**src/rtl/spi_arb_pkg.sv**
```systemverilog
// Shared types and default parameters for the SPI driver arbiter.
package spi_arb_pkg;

    typedef enum logic [2:0] {
        S_IDLE,
        S_LAUNCH,
        S_WAIT_EN,
        S_XFER,
        S_RESP,
        S_GAP,
        S_HOLD
    } state_t;

    localparam int NUM_REQ_DEF       = 4;
    localparam int START_TIMEOUT_DEF = 8;
    localparam int GAP_CYCLES_DEF    = 2;
    localparam int TO_W              = $clog2(START_TIMEOUT_DEF + 1);

endpackage

```
**src/rtl/rr_arbiter.sv**
```systemverilog
// Combinational round-robin picker: the search starts one past the last winner.
module rr_arbiter #(
    parameter  int NUM_REQ = 4,
    localparam int IW      = $clog2(NUM_REQ)
) (
    input  logic [NUM_REQ-1:0] req,
    input  logic [IW-1:0]      ptr,
    output logic [NUM_REQ-1:0] grant,
    output logic [IW-1:0]      idx
);

    logic found;

    // Candidate i sits k places after ptr when ptr == (i - k) mod NUM_REQ.
    always_comb begin
        grant = '0;
        idx   = '0;
        found = 1'b0;
        for (int k = 1; k <= NUM_REQ; k++) begin
            for (int i = 0; i < NUM_REQ; i++) begin
                if (!found && req[i] && (ptr == IW'((i + NUM_REQ - k) % NUM_REQ))) begin
                    found    = 1'b1;
                    grant[i] = 1'b1;
                    idx      = IW'(i);
                end
            end
        end
    end

endmodule

```
**src/rtl/spi_arbiter.sv**
```systemverilog
// Shares one single-byte SPI master driver between NUM_REQ requesters,
// with round-robin grants, burst locking and a driver start timeout.
module spi_arbiter
    import spi_arb_pkg::*;
#(
    parameter int NUM_REQ       = NUM_REQ_DEF,
    parameter int START_TIMEOUT = START_TIMEOUT_DEF,
    parameter int GAP_CYCLES    = GAP_CYCLES_DEF
) (
    input  logic                 clk,
    input  logic                 rst,
    input  logic [NUM_REQ-1:0]   req_valid,
    input  logic [NUM_REQ*8-1:0] req_data,
    input  logic [NUM_REQ-1:0]   req_last,
    output logic [NUM_REQ-1:0]   req_ready,
    output logic [NUM_REQ-1:0]   rsp_valid,
    output logic [7:0]           rsp_data,
    output logic                 rsp_err,
    output logic                 drv_start,
    output logic [7:0]           drv_data_in,
    input  logic                 drv_en,
    input  logic [7:0]           drv_data_out
);

    localparam int IW = $clog2(NUM_REQ);
    localparam int TW = $clog2(START_TIMEOUT + 1);
    localparam int GW = $clog2(GAP_CYCLES + 1);

    state_t             state;
    logic [IW-1:0]      ptr;
    logic [IW-1:0]      owner;
    logic [IW-1:0]      arb_idx;
    logic [IW-1:0]      src_idx;
    logic [NUM_REQ-1:0] arb_grant;
    logic [NUM_REQ-1:0] owner_oh;
    logic [7:0]         src_data;
    logic [7:0]         cap;
    logic               src_last;
    logic               last_q;
    logic               err_q;
    logic               accept;
    logic [TW-1:0]      to_cnt;
    logic [GW-1:0]      gap_cnt;

    rr_arbiter #(.NUM_REQ(NUM_REQ)) u_rr (
        .req   (req_valid),
        .ptr   (ptr),
        .grant (arb_grant),
        .idx   (arb_idx)
    );

    // In HOLD only the burst owner can be accepted; in IDLE the arbiter decides.
    always_comb begin
        owner_oh  = '0;
        req_ready = '0;
        src_data  = '0;
        src_last  = 1'b0;
        src_idx   = (state == S_HOLD) ? owner : arb_idx;
        for (int i = 0; i < NUM_REQ; i++) begin
            if (owner == IW'(i)) owner_oh[i] = 1'b1;
            if (src_idx == IW'(i)) begin
                src_data = req_data[i*8 +: 8];
                src_last = req_last[i];
            end
        end
        if (state == S_IDLE)
            req_ready = arb_grant;
        else if (state == S_HOLD)
            req_ready = owner_oh & req_valid;
        accept = |req_ready;
    end

    always_ff @(posedge clk or posedge rst) begin
        if (rst) begin
            state       <= S_IDLE;
            ptr         <= IW'(NUM_REQ - 1);
            owner       <= '0;
            cap         <= '0;
            last_q      <= 1'b0;
            err_q       <= 1'b0;
            to_cnt      <= '0;
            gap_cnt     <= '0;
            rsp_valid   <= '0;
            rsp_data    <= '0;
            rsp_err     <= 1'b0;
            drv_start   <= 1'b0;
            drv_data_in <= '0;
        end else begin
            drv_start <= 1'b0;
            rsp_valid <= '0;
            rsp_data  <= '0;
            rsp_err   <= 1'b0;
            case (state)
                S_IDLE, S_HOLD: begin
                    if (accept) begin
                        drv_data_in <= src_data;
                        last_q      <= src_last;
                        err_q       <= 1'b0;
                        drv_start   <= 1'b1;
                        state       <= S_LAUNCH;
                        if (state == S_IDLE) begin
                            owner <= arb_idx;
                            ptr   <= arb_idx;
                        end
                    end
                end
                S_LAUNCH: begin
                    to_cnt <= '0;
                    state  <= S_WAIT_EN;
                end
                // Capture here too so a one-cycle enable still delivers its byte.
                S_WAIT_EN: begin
                    if (drv_en) begin
                        cap   <= drv_data_out;
                        state <= S_XFER;
                    end else if (to_cnt == TW'(START_TIMEOUT - 1)) begin
                        err_q     <= 1'b1;
                        rsp_valid <= owner_oh;
                        rsp_err   <= 1'b1;
                        state     <= S_RESP;
                    end else begin
                        to_cnt <= to_cnt + 1'b1;
                    end
                end
                S_XFER: begin
                    if (drv_en) begin
                        cap <= drv_data_out;
                    end else begin
                        rsp_valid <= owner_oh;
                        rsp_data  <= cap;
                        state     <= S_RESP;
                    end
                end
                S_RESP: begin
                    gap_cnt <= '0;
                    state   <= S_GAP;
                end
                S_GAP: begin
                    if (gap_cnt == GW'(GAP_CYCLES - 1))
                        state <= (!last_q && !err_q) ? S_HOLD : S_IDLE;
                    else
                        gap_cnt <= gap_cnt + 1'b1;
                end
                default: state <= S_IDLE;
            endcase
        end
    end

endmodule

```
**config.mk**
```make
export PLATFORM = sky130hd
export DESIGN_NAME = spi_arbiter
export DESIGN_NICKNAME = d
export VERILOG_FILES = /design/src/rtl/spi_arb_pkg.sv /design/src/rtl/rr_arbiter.sv /design/src/rtl/spi_arbiter.sv
export SDC_FILE = /design/constraint.sdc
export NUM_CORES = 1
export LEC_CHECK = 0
export CAP_MARGIN = 40
export CORE_ASPECT_RATIO = 2
export CORE_MARGIN = 8
export CORE_UTILIZATION = 50
export DETAILED_ROUTE_END_ITERATION = 12
export HOLD_SLACK_MARGIN = 0.12
export PLACE_DENSITY = 0.86
export SYNTH_ARGS = -nofsm -noshare
export SYNTH_HDL_FRONTEND = slang
export SYNTH_SLANG_ARGS = --single-unit
```
**constraint.sdc**
```tcl
create_clock -name clk -period 5.7 [get_ports clk]
set_input_delay 1.14 -clock clk [delete_from_list [all_inputs] [get_ports clk]]
set_output_delay 1.14 -clock clk [all_outputs]
set_load 0.02 [all_outputs]
```
**Word level (Yosys, flattened, before mapping)**

Cells that the tools add are included.

- Word-level logic and storage cells: 194
- Bits in registers: 45
- Input port bits: 51

- Add/sub/neg operators: 2
- Equality and inequality tests: 25
- Bitwise gates (word level): 1
- Reduce and logical (&&, ||, !) cells: 66
- Muxes and demuxes: 87

Operator list:

| cell | number |
|---|---|
| two-way mux 8 bit | 6 |
| two-way mux 1 bit | 47 |
| logical AND 1 bit | 32 |
| two-way mux 2 bit | 16 |
| two-way mux 4 bit | 7 |
| two-way mux 3 bit | 6 |
| one-hot mux 3 bit (6 select lines) | 1 |
| zero test 1 bit | 17 |
| one-hot mux 4 bit (2 select lines) | 2 |
| != test 2 bit, second input constant | 7 |
| == test 2 bit, second input constant | 6 |
| == test 3 bit, second input constant | 3 |
| == test 2 x 1 -> 1 bit, second input constant | 4 |
| AND reduction 4 bit | 2 |
| == test 3 x 2 -> 1 bit, second input constant | 2 |
| zero test 2 bit | 3 |
| AND reduction 2 bit | 3 |
| AND reduction 3 bit | 2 |
| nonzero test 2 bit | 3 |
| adder 4 x 1 -> 4 bit, second input constant | 1 |
| AND 4 bit | 1 |
| == test 4 x 3 -> 1 bit, second input constant | 1 |
| one-hot mux 2 bit (2 select lines) | 1 |
| OR reduction 2 bit | 2 |
| other kinds (6) | 6 |

**Longest topological paths before layout**

Gate-level depths: netlist of the first run.

- Depth after elaboration: 69
- Gate-level depth with buffers: 8

**Hierarchy**

A second synthesis of the first run with hierarchy kept.

- Cells, all modules: 264
- Area, all modules: 2605.0 sq um

Modules (own cells, without submodules):

| module | area each (sq um) | instances | cells an instance |
|---|---|---|---|
| spi_arbiter | 2457.4 | 1 | 241 |
| rr_arbiter | 147.6 | 1 | 23 |

**Worst setup path after synthesis of the first run**

OpenSTA, ideal clock, no wires.

- Path kind: input -> output
- Start point: input req_valid[1]
- End point: output req_ready[0]
- Slack: 2499 ps
- Data required time: 4560 ps
- Stages: 4
- Data arrival time: 2061 ps
- Cell sequence: buf_4 > a21oi_1 > o221ai_1 > a21boi_0

- Word-level cells in the longest chain between the ends: 48
- Elaborated cells between the ends (all ways): 50
- Classes of those cells: mux (15); reduce/logical (35)

Ends and longest elaborated chain:

| item | line | text |
|---|---|---|
| start: declaration | spi_arbiter.sv:12 | `input logic [NUM_REQ-1:0] req_valid,` |
| logical AND 1 bit (2 in a row) | rr_arbiter.sv:21 | `if (!found && req[i] && (ptr == IW'((i + NUM_REQ - k) % NUM_REQ))) begin` |
| two-way mux 1 bit | rr_arbiter.sv:21 |  |
| zero test 1 bit | rr_arbiter.sv:21 |  |
| logical AND 1 bit (2 in a row) | rr_arbiter.sv:21 |  |
| two-way mux 1 bit | rr_arbiter.sv:21 |  |
| zero test 1 bit | rr_arbiter.sv:21 |  |
| logical AND 1 bit (2 in a row) | rr_arbiter.sv:21 |  |
| two-way mux 1 bit | rr_arbiter.sv:21 |  |
| (+27 left out) | - |  |
| two-way mux 1 bit | rr_arbiter.sv:21 |  |
| zero test 1 bit | rr_arbiter.sv:21 |  |
| logical AND 1 bit (2 in a row) | rr_arbiter.sv:21 |  |
| two-way mux 1 bit | rr_arbiter.sv:21 |  |
| zero test 1 bit | rr_arbiter.sv:21 |  |
| logical AND 1 bit (2 in a row) | rr_arbiter.sv:21 |  |
| two-way mux 1 bit (*) | rr_arbiter.sv:21 |  |
| two-way mux 4 bit (*) | spi_arbiter.sv:66 | `if (state == S_IDLE)` |
| end: declaration | spi_arbiter.sv:15 | `output logic [NUM_REQ-1:0] req_ready,` |

Every way passes the cells marked *; elsewhere a longest branch is shown, timed or not.

**Final worst setup path of the first run**

- Start point: input req_valid[1]
- End point: output req_ready[3]

- Word-level cells in the longest chain between the ends: 60
- Elaborated cells between the ends (all ways): 63
- Classes of those cells: mux (19); reduce/logical (44)

Ends and longest elaborated chain:

| item | line |
|---|---|
| logical AND 1 bit (2 in a row) | rr_arbiter.sv:21 |
| two-way mux 1 bit | rr_arbiter.sv:21 |
| zero test 1 bit | rr_arbiter.sv:21 |
| logical AND 1 bit (2 in a row) | rr_arbiter.sv:21 |
| two-way mux 1 bit | rr_arbiter.sv:21 |
| zero test 1 bit | rr_arbiter.sv:21 |
| logical AND 1 bit (2 in a row) | rr_arbiter.sv:21 |
| two-way mux 1 bit | rr_arbiter.sv:21 |
| (+39 left out) | - |
| two-way mux 1 bit | rr_arbiter.sv:21 |
| zero test 1 bit | rr_arbiter.sv:21 |
| logical AND 1 bit (2 in a row) | rr_arbiter.sv:21 |
| two-way mux 1 bit | rr_arbiter.sv:21 |
| zero test 1 bit | rr_arbiter.sv:21 |
| logical AND 1 bit (2 in a row) | rr_arbiter.sv:21 |
| two-way mux 1 bit (*) | rr_arbiter.sv:21 |
| two-way mux 4 bit (*) | spi_arbiter.sv:66 |

Marked as above.

==> results of run 1 <==
[state kept, by name, summed over array words and instances (netlist names)]
name and flops:
state 3, owner 2, to_cnt 4, rsp_valid 4
rsp_data 8, rsp_err 1, ptr 2, drv_data_in 8
err_q 1, gap_cnt 2, last_q 1, cap 8
drv_start 1
[layer usage]
layer	vias to the layer above	wire (um)	global-route usage
li1	967	-	-
met1	963	1950	0.154
met2	66	3570	0.328
met3	10	324	0.0334
met4	0	143	0.0733
met5	-	0	0
[cell usage in the layout, fill, tap and decap left out, types with 6 or more instances in the layout]
cell type	n
a21oi_1	7
and3_1	12
clkdlybuf4s50_1	76
dfrtp_1	43
mux2_2	13
mux2i_1	7
nand2_1	16
nor2_1	16
nor3_1	6
o22ai_1	9
o31ai_1	6
[worst max-delay path, cell delays in order]
cell and delay, ns:
clkdlybuf4s50_1 0.57, o21a_1 0.27, a211oi_1 0.25, a32o_1 0.23, clkdlybuf4s50_1 0.63
[power breakdown]
group          switching [mW]  total, mW  internal [mW]
clock network           0.111      0.245          0.134
registers               0.117      0.554          0.437
logic                   0.378      0.743          0.366
total                   0.606       1.54          0.936
[cell families after synthesis]
group / count (synthesis) / share of synthesized area
xor gates and xnor gates: 1 / 0.00366
DFF: 45 / 0.472
muxes: 29 / 0.142
adders and majority gates: 2 / 0.0105
and+or+nand+nor: 80 / 0.193
AOI/OAI and AO/OA: 48 / 0.138
buffers and inverters: 19 / 0.0413
[stage by stage]
step           setup WS, ns  hold slack [ns]  power, mW  instance area, um^2
4_1_cts                1.46            0.486       1.55                 3290
3_5_place_dp           1.47            0.466       1.31                 3170
6_report               1.47            0.479       1.54                 3290
3_3_place_gp           1.52            0.455       1.27                 3160
5_1_grt                1.37            0.505       1.65                 3290
2_1_floorplan          2.50            0.440       1.07                 2390
[worst paths after layout]
path / endpoint / from / cells past startpoint / slack [ns]
max: req_ready[3] / req_valid[1] / 5 / 1.47
min: drv_data_in[1]$_DFFE_PP0P_ / drv_data_in[1]$_DFFE_PP0P_ / 2 / 0.48
max reg2reg: drv_data_in[5]$_DFFE_PP0P_ / state[0]$_DFFE_PP0P_ / 6 / 3.25
min reg2reg: drv_data_in[1]$_DFFE_PP0P_ / drv_data_in[1]$_DFFE_PP0P_ / 2 / 0.48
max in group asynchronous: ptr[0]$_DFFE_PP1P_ / rst / 3 / 4.04
min in group asynchronous: cap[3]$_DFFE_PP0P_ / rst / 3 / 1.27
[final cells by class]
type / count / area share
multi-input cells: 160 / 0.354
well taps: 55 / 0.0209
repair buffers: 79 / 0.238
diodes: 1 / 0.000760
inverters: 7 / 0.00798
clock inverters: 3 / 0.0144
flip-flops and latches: 45 / 0.343
clock buffers: 5 / 0.0209
==> reports/results.md, run 1 <==
| Item | Reported |
| --- | --- |
| Row Count | 35 |
| Share of the synthesized area in the top cell type | 0.450 |
| #FFs+latches synth | 45 |
| Utilization after layout | 0.716 |
| Total congestion overflow after global routing | 0 |
| Required time at the endpoint of the critical path | 4.56 ns |
| Reported leakage power | 1.45 nW |
| Library cell with the highest instance count after synthesis | dfrtp_1 |
| Element type at the critical path end | primary output |
| Filler Cell Count | 341 |
| Setup-failing EPs final | 0 |
| Critical path data arrival time | 3.09 ns |
| Net count, final | 351 |
| Worst setup path category | input port to primary output |
| Biggest fanout along the worst timing path | 11 |
| Buffer count from post-CTS setup fixing | 0 |
| Post-route clock period utilization | 0.743 |
| Area contributors post-synth | dfrtp_1, mux2_2, and3_1 |
| Worst max-slew margin expressed relative to the limit | 0.436 |
| Die boundary height | 114 um |
| Library cell used as clock root buffer | clkbuf_8 |
| Final count of hold timing violations | 0 |
| Unique masters post-synth | 55 |
| Overall fraction of global-route tracks in use | 0.167 |
| Number of warnings printed during yosys synthesis | 0 |
| HPWL after detailed placement | 4.76 mm |
| Number of enable-type register cells in the synthesized netlist | 0 |
| Syn_nets | 277 |
| Seq/Total Area, Yosys | 0.472 |
| First-pass GRT wire length | 9.87 mm |
| Number of ports placed on the die boundary | 77 |
| Largest area contributor in the synthesized netlist | dfrtp_1 |
| Core Box Area | 0.00460 mm^2 |
| Outcome | completed |
| Number of global-route vias before repair | 2101 |
| Routed wire length per instance | 16.9 um |
| Post-cts repair resize count | 0 |
| TNS Setup | 0 ns |
| Horizontal die dimension | 64.9 um |
| Fraction of final layout cells with drive strength greater than 1 | 0.137 |
| Hold buffer count at CTS | 0 |
| Slew at the pin closest to its max-slew limit | 0.846 ns |
| Count of antenna-violating nets left after detailed routing | 0 |
| Share of synthesized flip-flops with an asynchronous set or reset | 1.00 |
| Buffers from clock root to sink, at most | 2 |
| Number of cells after detailed placement | 346 |
| Maximum number of pins on one net before global-route repair | 46 |
| DR iter-0 viols | 105 |
| Area growth from synthesis to layout | 37.6% |
| Drt drc | 0 |
| Synthesized netlist cell count | 224 |
| Worst IR drop on VDD | 328 uV |
| TritonCTS clock tree | done |
| Clock slew at the register clock pins of the worst setup and hold paths | 0.09 ns |
| Total detailed-routing wirelength | 5.99 mm |
| Length of the first detailed-routing pass in iterations | 4 |
| Fin cells | 355 |
| Area of the multi-input gates | 0.00116 mm^2 |
| Sequential cell area | 0.00113 mm^2 |
| Max-slew violations | 0 |
| IO buf count | 76 |
| TritonCTS Buffers | 5 |
| Flip-flop cell with the highest count after synthesis | dfrtp_1 |
| Number of antenna violations at the first check in global routing | 1 |
| Setup crit start kind | input port |
| Synth Cell Area | 0.00239 mm^2 |
| Synth cell count leaders | dfrtp_1, nand2_1, nor2_1 |
| Final weighted congestion of routability-driven global placement | 0.892 |
| Clock net sink count | 45 |
| PD cells | 469 mW/mm^2 |
| Clock latency on the worst-skew pair | 0.30 ns |
| Achievable clock frequency | 236 MHz |
| Effective utilization at floorplan | 0.520 |
| H-tree levels | 2 |
| Number of vias after detailed routing | 2006 |
| Die outline area | 0.00739 mm^2 |
| Maxcap violations | 0 |
| Unrepaired setup endpoints after global routing | no |
| Average cell area after synthesis | 10.7 um^2 |
| Class of the tightest hold or removal check | flop to flop |
| Per-cell via count in the routed design | 5.65 |
| Post-layout min period | 4.23 ns |
| Maximum clock skew at final layout | 0.00839 ns |
(Power assumes the default switching activity.)
==> run 2, diff against run 1 <==
--- a/config.mk
+++ b/config.mk
@@ -8,10 +8,10 @@
 export CAP_MARGIN = 40
 export CORE_ASPECT_RATIO = 2
 export CORE_MARGIN = 8
-export CORE_UTILIZATION = 50
+export CORE_UTILIZATION = 46
 export DETAILED_ROUTE_END_ITERATION = 12
 export HOLD_SLACK_MARGIN = 0.12
-export PLACE_DENSITY = 0.86
+export PLACE_DENSITY = 0.8
 export SYNTH_ARGS = -nofsm -noshare
 export SYNTH_HDL_FRONTEND = slang
 export SYNTH_SLANG_ARGS = --single-unit
==> constraint.sdc (replaced) <==
create_clock -name clk -period 4.3 [get_ports clk]
set_input_delay 0.86 -clock clk [delete_from_list [all_inputs] [get_ports clk]]
set_output_delay 0.86 -clock clk [all_outputs]
set_load 0.02 [all_outputs]
==> run 2 against run 1 <==
  * Global-route usage is 0.68 points lower
  * Flip-flop and latch count stayed put
  * Routed wire length is 2.8% lower
  * Largest power group unchanged
  * Die area is 7.0% higher
  * First-iteration DRC count is 40% lower
  * Total power is 33% higher
  * Critical path type unchanged
  * Register-to-register slack worse by 1.4 ns
==> reports/results.md, run 2 (synthesis gave the netlist of run 1 again) <==
| Item | Reported |
| --- | --- |
| Outcome | completed |
| Number of antenna violations at the first check in global routing | 0 |
| Maxcap violations | 0 |
| Filler Cell Count | 424 |
| Length of the first detailed-routing pass in iterations | 5 |
| Class of the tightest hold or removal check | flop to flop |
| Total congestion overflow after global routing | 0 |
| Post-cts repair resize count | 0 |
| HPWL after detailed placement | 4.70 mm |
| Sequential cell area | 0.00113 mm^2 |
| Met1 Track Usage GR | 0.160 |
| Final weighted congestion of routability-driven global placement | 0.907 |
| Worst max-slew margin expressed relative to the limit | 0.426 |
| Worst IR drop on VDD | 459 uV |
| PD cells | 619 mW/mm^2 |
| Setup crit start kind | input port |
| Net count, final | 351 |
| Drt drc | 0 |
| Worst-case register-to-register setup slack | 1.83 ns |
| Path depth of the worst reg2reg path | 6 |
| Worst R2R End | drv_data_in[4]$_DFFE_PP0P_ |
| Most common cell after layout, fill and taps aside | clkdlybuf4s50_1 |
| Number of global-route vias before repair | 2108 |
| Effective utilization at floorplan | 0.470 |
| Unrepaired setup endpoints after global routing | no |
| Maximum clock skew at final layout | 0.00874 ns |
| Global-route track usage on met2 | 0.285 |
| Post-layout min period | 3.68 ns |
| Area growth from synthesis to layout | 38.1% |
| PnR Total Power | 2.05 mW |
| Die boundary height | 118 um |
| Horizontal die dimension | 67.0 um |
| IO buf count | 76 |
| Overall fraction of global-route tracks in use | 0.160 |
| Achievable clock frequency | 272 MHz |
| Hold Path Origin | drv_data_in[2]$_DFFE_PP0P_ |
| Worst setup path category | input port to primary output |
| Hold buffer count at CTS | 0 |
| Critical path data arrival time | 2.82 ns |
| Met3 layer usage reported by global route | 0.0467 |
| Reported leakage power | 1.46 nW |
| Regs by FF count | cap x8, drv_data_in x8, rsp_data x8 |
| Post-route clock period utilization | 0.855 |
| Worst R2R Start | state[0]$_DFFE_PP0P_ |
| Slew at the pin closest to its max-slew limit | 0.860 ns |
| Commonest cells after routing, fill and taps aside | clkdlybuf4s50_1, dfrtp_1, nor2_1, nand2_1, mux2_2 |
| Fraction of final layout cells with drive strength greater than 1 | 0.140 |
| Endpoint with the worst hold slack | drv_data_in[2]$_DFFE_PP0P_ |
| Total detailed-routing wirelength | 5.82 mm |
| TritonCTS clock tree | done |
| Element type at the critical path end | primary output |
| Clock slew at the register clock pins of the worst setup and hold paths | 0.09 ns |
| Number of diodes added for antenna fixing | 0 |
| Area of the multi-input gates | 0.00116 mm^2 |
| Buffer count from post-CTS setup fixing | 0 |
| Final count of hold timing violations | 0 |
| Largest incremental delay on the critical path | 0.63 ns |
| Max-slew violations | 0 |
| First-pass GRT wire length | 10.0 mm |
| Routed wire length per instance | 16.3 um |
| Clock latency on the worst-skew pair | 0.31 ns |
| Core Box Area | 0.00509 mm^2 |
| Maximum number of pins on one net before global-route repair | 42 |
| Required time at the endpoint of the critical path | 3.44 ns |
| Setup-failing EPs final | 0 |
| H-tree levels | 2 |
| Biggest fanout along the worst timing path | 11 |
| TNS Setup | 0 ns |
| Peak-usage layer in the global routing report | met2 |
| Most common cell type on the critical path | clkdlybuf4s50_1 |
| TritonCTS Buffers | 5 |
| Library cell used as clock root buffer | clkbuf_8 |
| Cell-by-cell trace of the critical path | clkdlybuf4s50_1, o21a_1, a211oi_1, a32o_1, clkdlybuf4s50_1 |
| DR iter-0 viols | 63 |
| Number of vias after detailed routing | 2005 |
| Buffers from clock root to sink, at most | 2 |
| Clock net sink count | 45 |
| Per-cell via count in the routed design | 5.62 |
| Worst hold path stage count | 2 |
| Die outline area | 0.00790 mm^2 |
| Count of antenna-violating nets left after detailed routing | 0 |
| Slowest cell on the critical path | clkdlybuf4s50_1 |
| Number of ports placed on the die boundary | 77 |
| Row Count | 37 |
## run 2: critical path, delay by kind of cell
family          cells  cell delay (ns)
buf+inv             2             1.21
compound gates      3             0.75
## run 2: cell type report
type / instances / area share
inverter: 7 / 0.00795
timing repair buffer: 79 / 0.241
clock buffer: 5 / 0.0208
clock inverter: 3 / 0.0144
tap: 58 / 0.0220
multi-input combinational: 160 / 0.352
sequential: 45 / 0.342
## run 2: through the flow
| stage | cell area, um^2 | worst slack, ns | instances | util | hold slack [ns] |
|---|---|---|---|---|---|
| finish | 3300 | 0.622 | 357 | 0.649 | 0.488 |
| global placement | 3170 | 0.682 | 348 | 0.622 | 0.462 |
| CTS | 3300 | 0.627 | 357 | 0.649 | 0.495 |
| floorplan | 2390 | 1.66 | 224 | - | 0.440 |
| detailed placement | 3190 | 0.630 | 349 | 0.626 | 0.468 |
| global route | 3300 | 0.522 | 357 | 0.649 | 0.519 |
## run 2: per-layer routing
metal  wire [um]  vias to the layer above
met5           0                        -
met2        3320                       61
met4         189                        0
met1        1970                      966
li1            -                      963
met3         336                       15
## run 2: how the worst max path moves through the flow
stage / from / endpoint / slack (ns) / cells after the start
2_1_floorplan: req_valid[1] / req_ready[0] / 1.66 / 4
3_3_place_gp: req_valid[1] / req_ready[3] / 0.68 / 5
3_5_place_dp: req_valid[1] / req_ready[3] / 0.63 / 5
4_1_cts: req_valid[1] / req_ready[3] / 0.63 / 5
5_1_grt: req_valid[1] / req_ready[3] / 0.52 / 5
6_report: req_valid[1] / req_ready[3] / 0.62 / 5
## run 2: power breakdown
part | internal [mW] | total, mW | switching, mW
clock | 0.177 | 0.333 | 0.156
combinational | 0.483 | 0.980 | 0.497
sequential | 0.580 | 0.733 | 0.153
==> run 3, diff against run 2 <==
--- a/config.mk
+++ b/config.mk
@@ -9,6 +9,7 @@
 export CORE_ASPECT_RATIO = 2
 export CORE_MARGIN = 8
 export CORE_UTILIZATION = 46
+export CTS_CLUSTER_DIAMETER = 60
 export DETAILED_ROUTE_END_ITERATION = 12
 export HOLD_SLACK_MARGIN = 0.12
 export PLACE_DENSITY = 0.8
==> results of run 3 <==
Same layout as run 2: the final DEF is identical, and so are final timing and power.
